`config.mk`:
```
export PLATFORM = sky130hd
export DESIGN_NAME = cla_8bits
export DESIGN_NICKNAME = d
export VERILOG_FILES = /design/src/rtl/cla_pkg.sv /design/src/rtl/cla_block_8.sv /design/src/rtl/cla_8bits.sv
export SDC_FILE = /design/constraint.sdc
export NUM_CORES = 1
export LEC_CHECK = 0
export ABC_AREA = 1
export BUFFER_PORTS_ARGS = -buffer_cell sky130_fd_sc_hd__buf_4
export CAP_MARGIN = 20
export CORE_MARGIN = 1
export CORE_UTILIZATION = 43
export CTS_CLUSTER_SIZE = 25
export DETAILED_ROUTE_END_ITERATION = 8
export PLACE_DENSITY = 0.77
export SETUP_SLACK_MARGIN = 0.5
export SLEW_MARGIN = 20
export SYNTH_ARGS = -nofsm -noshare
export SYNTH_HDL_FRONTEND = slang
export SYNTH_SLANG_ARGS = --single-unit
```
`constraint.sdc`:
```
create_clock -name clk_pi -period 0.8 [get_ports clk_pi]
set_input_delay 0.08 -clock clk_pi [delete_from_list [all_inputs] [get_ports clk_pi]]
set_output_delay 0.08 -clock clk_pi [all_outputs]
set_load 0.03 [all_outputs]
```
`src/rtl/cla_pkg.sv`:
```
// Shared constants and helpers for the carry-lookahead adder family.
package cla_pkg;

  localparam int unsigned CLA_BLOCK_W = 8;

  // Number of CLA blocks needed to cover an operand of the given width
  function automatic int unsigned cla_num_blocks(input int unsigned width);
    return width / CLA_BLOCK_W;
  endfunction

endpackage

```
`src/rtl/cla_block_8.sv`:
```
// 8-bit carry-lookahead block: flat lookahead carries plus group generate/propagate.
module cla_block_8
  import cla_pkg::*;
(
  input  logic [CLA_BLOCK_W-1:0] a,
  input  logic [CLA_BLOCK_W-1:0] b,
  input  logic                   cin,
  output logic [CLA_BLOCK_W-1:0] sum,
  output logic                   G,
  output logic                   P
);

  logic [CLA_BLOCK_W-1:0] g;
  logic [CLA_BLOCK_W-1:0] p;
  logic [CLA_BLOCK_W-1:0] c;

  // Each carry is a sum of products over g/p/cin; no carry depends on another
  always_comb begin
    logic term;
    g = a & b;
    p = a ^ b;
    c = '0;
    for (int i = 0; i < int'(CLA_BLOCK_W); i++) begin
      term = cin;
      for (int j = 0; j < i; j++) term = term & p[j];
      c[i] = term;
      for (int j = 0; j < i; j++) begin
        term = g[j];
        for (int k = j + 1; k < i; k++) term = term & p[k];
        c[i] = c[i] | term;
      end
    end
  end

  assign sum = p ^ c;

  // Group generate: some bit generates and every bit above it propagates
  always_comb begin
    logic term;
    G = 1'b0;
    for (int j = 0; j < int'(CLA_BLOCK_W); j++) begin
      term = g[j];
      for (int k = j + 1; k < int'(CLA_BLOCK_W); k++) term = term & p[k];
      G = G | term;
    end
  end

  assign P = &p;

endmodule

```
`src/rtl/cla_8bits.sv`:
```
// Registered WIDTH2-bit unsigned adder from 8-bit CLA blocks and a group lookahead unit.
module cla_8bits
  import cla_pkg::*;
#(
  parameter int unsigned WIDTH2 = 64
) (
  input  logic              clk_pi,
  input  logic              rst_n_pi,
  input  logic [WIDTH2-1:0] a_pi,
  input  logic [WIDTH2-1:0] b_pi,
  output logic [WIDTH2:0]   result_po
);

  localparam int unsigned NB = cla_num_blocks(WIDTH2);

  generate
    if ((WIDTH2 % CLA_BLOCK_W) != 0 || WIDTH2 < CLA_BLOCK_W) begin : g_bad_width
      $error("cla_8bits: WIDTH2 must be a non-zero multiple of 8");
    end
  endgenerate

  logic [NB-1:0]     grp_g;
  logic [NB-1:0]     grp_p;
  logic [NB:0]       grp_c;
  logic [WIDTH2-1:0] sum_w;
  logic [WIDTH2:0]   result_d;
  logic [WIDTH2:0]   result_q;

  for (genvar k = 0; k < int'(NB); k++) begin : g_blk
    cla_block_8 u_blk (
      .a   (a_pi[k*CLA_BLOCK_W +: CLA_BLOCK_W]),
      .b   (b_pi[k*CLA_BLOCK_W +: CLA_BLOCK_W]),
      .cin (grp_c[k]),
      .sum (sum_w[k*CLA_BLOCK_W +: CLA_BLOCK_W]),
      .G   (grp_g[k]),
      .P   (grp_p[k])
    );
  end

  // Second-level lookahead: group carries from lower G/P only, carry-in tied low
  always_comb begin
    logic term;
    grp_c = '0;
    for (int i = 1; i <= int'(NB); i++) begin
      for (int j = 0; j < i; j++) begin
        term = grp_g[j];
        for (int k = j + 1; k < i; k++) term = term & grp_p[k];
        grp_c[i] = grp_c[i] | term;
      end
    end
  end

  always_comb begin
    result_d = {grp_c[NB], sum_w};
  end

  always_ff @(posedge clk_pi or negedge rst_n_pi) begin
    if (!rst_n_pi) result_q <= '0;
    else           result_q <= result_d;
  end

  assign result_po = result_q;

endmodule

```
==> results.sh <==
export IMPL_status="finished with violations"
export IMPL_violations="hold timing, setup timing"
export IMPL_finalMaxSlewViolations=0
export IMPL_setup_viol=126
export IMPL_irDropWorstVdd_mv=1.06
export IMPL_rsz0062_at_grt="true"
export IMPL_synth_edf_count=0
export IMPL_start_util=0.442
export IMPL_clk_pin_slew_ps=80
export IMPL_drt_wl_total_um=17500
export IMPL_cts_sinks=65
export IMPL_hpwl_um=10500
export IMPL_layout_cells_non_filler=978
export IMPL_routedWlPerCell_um=17.9
export IMPL_cts_root_buf="clkbuf_8"
export IMPL_fin_ws_ps=-2140
export IMPL_avgSynthCellArea_um2=9.71
export IMPL_htreeDepth=3
export IMPL_layout_nets=1050
export IMPL_total_power_mw=15.6
export IMPL_gp_congestion=0.880
export IMPL_port_buffers=194
export IMPL_postRouteAntennaNets=0
export IMPL_p_seq_frac=0.288
export IMPL_largest_reg_flops=65
export IMPL_start_kind="input pin"
export IMPL_layout_commonest_cell="buf_4"
export IMPL_io_pins=195
export IMPL_drive_gt1_frac=0.677
export IMPL_netlist_area_mm2=0.00432
export IMPL_worst_slew_pin_slew_ps=292
export IMPL_hold_class="in2async"
export IMPL_rows=36
export IMPL_antenna_found_initial=0
export IMPL_switching_share=0.372
export IMPL_drc_errors=0
export IMPL_synthXorXnorAreaFrac=0.111
export IMPL_synth_distinct_cells=31
export IMPL_finalCritPeriodShare=3.68
export IMPL_p_switching_mw=5.78
export IMPL_mostFrequentLayoutCells="276 x buf_4, 106 x buf_6, 64 x dfrtp_2, 55 x nand2_1, 50 x ha_1"
export IMPL_synth_top_family_by_area="adder cells"
export IMPL_arrival_ps=3180
export IMPL_combPwrFrac=0.518
export IMPL_cts_tree="done"
export IMPL_synthesis_nets=655
export IMPL_via_per_inst=5.09
export IMPL_grt_max_degree=29
export IMPL_track_usage=0.307
export IMPL_first_pass_iters=4
export IMPL_synth_cells=445
export IMPL_p_per_area_mw_per_mm2=1790
export IMPL_p_int_mw=9.78
export IMPL_hold_viol_final=66
export IMPL_maxCapViolations=0
export IMPL_power_frac_clock=0.194
export IMPL_dr_total_vias=4982
export IMPL_yosys_area_share_simple=0.140
export IMPL_numCtsBuffers=9
export IMPL_place_inst=915
export IMPL_synthMuxAreaShare=0
export IMPL_ys_ff_latch=65
export IMPL_die_h_um=102
export IMPL_max_freq_ghz=0.340
export IMPL_synthAdderAreaFrac=0.246
export IMPL_endpoint_kind="register"
export IMPL_worstSetupPathType="in2reg"
export IMPL_core_area_mm2=0.00977
export IMPL_yosys_top_cells_area="dfrtp_1 38%, ha_1 21%, xor2_1 8.5%"
export IMPL_worstPathRequired_ps=1040
export IMPL_pre_cts_ws_ps=-2230
export IMPL_synth_async_reset_ratio=1.00
export IMPL_ys_seq_area_frac=0.376
export IMPL_cts_buffer_depth=2
export IMPL_grt_first_pass_wirelength_um=24000
export IMPL_area_growth_pct=101
export IMPL_crit_fanout=3
export IMPL_leakagePower_nw=4.35
export IMPL_n_antenna_cell=0
export IMPL_yosysWarnings=0
export IMPL_die_w_um=102
export IMPL_synth_top_area_share=0.376
export IMPL_first_iter_violations=142
export IMPL_final_core_util=0.889
export IMPL_slew_headroom=0.803
export IMPL_holdWs_ps=-424
export IMPL_fin_crit_ps=2940
export IMPL_dieArea_mm2=0.0105
export IMPL_grt_pass1_vias=5217
export IMPL_synth_top_cell_by_area="dfrtp_1"
export IMPL_synth_compound_area_frac=0.0883
export IMPL_grt_ovfl_total=0
export IMPL_synth_flop_cell="dfrtp_1"
cell type report:
| type | instances | area, um^2 |
|---|---|---|
| clock buffer | 13 | 159 |
| tap | 133 | 166 |
| sequential | 65 | 1710 |
| inverter | 41 | 154 |
| clock inverter | 3 | 40.0 |
| timing repair buffer | 386 | 3340 |
| fill | 430 | 1080 |
| multi-input combinational | 337 | 3130 |
cells in the mapped netlist (4+ instances only):
master and instances:
a21o_1 7, a21oi_1 30, a21oi_2 5, dfrtp_1 65, fa_1 8, ha_1 72, inv_1 41, nand2_1 74
nand2_2 5, nand3_1 16, nand4_1 11, nor2_1 19, nor3_1 4, o21ai_0 11, o21ai_1 6, xnor2_1 13
xor2_1 42
per-stage QoR:
step                      area, um^2  hold WS (ps)  setup TNS [ps]
after global placement          7450         -54.1          -96790
final                           8690          -424         -103980
after detailed placement        7450         -47.0         -100650
after floorplan                 4740          -216          -72470
after CTS                       8410          -433          -91390
after global routing            8690          -432         -113390
layer usage:
| layer | part of all wire | GRT usage |
|---|---|---|
| met4 | 0.041 | 0.169 |
| met3 | 0.065 | 0.0622 |
| met1 | 0.34 | 0.298 |
| met5 | 0 | 0 |
| met2 | 0.55 | 0.599 |
worst paths after layout:
path | startpoint | end | slack [ps] | cells past startpoint
max | a_pi[17] | result_po[47] | -2140 | 24
min | rst_n_pi | result_po[62] | -420 | 1
max in group asynchronous | rst_n_pi | result_po[10] | 780 | 2
min in group clk_pi | a_pi[0] | result_po[0] | -70 | 2
what timing repair did:
item,4_1_cts,5_1_grt
pin swaps,59,48
endpoints found under the setup margin,129,129
cloned,0,0
resized for setup,129,40
buffers inserted,32,15
hold endpoints to repair,66,66
worst max-delay path, stage by stage:
cell and delay (ps):
buf_4 110, ha_1 340, nand2_2 120, a21oi_1 100, nor2_2 150, o21ai_2 90
a21oi_2 200, nand2_2 80, nor2_4 150, a21oi_2 60, or2_4 270, nand2_4 80
nand2_4 60, ha_4 170, nand2_4 80, nand3_4 80, a21o_1 200, nand2_1 80
nand2_2 70, a21oi_2 140, inv_1 60, a21oi_2 160, o21ai_1 100, xor2_1 140
power groups by stage:
| stage | Sequential (mW) | Clock, mW | Combinational [mW] |
|---|---|---|---|
| 3_5_place_dp | 4.38 | 0 | 6.46 |
| 5_1_grt | 4.54 | 3.18 | 8.49 |
| 4_1_cts | 4.46 | 2.99 | 7.46 |
| 6_report | 4.48 | 3.02 | 8.06 |
| 3_3_place_gp | 4.36 | 0 | 6.26 |
| 2_1_floorplan | 5.86 | 0 | 1.84 |
cells by family after synthesis:
kind of cell,count (synthesis)
simple gates,137
fa+ha+maj,80
buf+inv,43
flops,65
xor+xnor,55
compound gates,65
(Power assumes the default switching activity.)
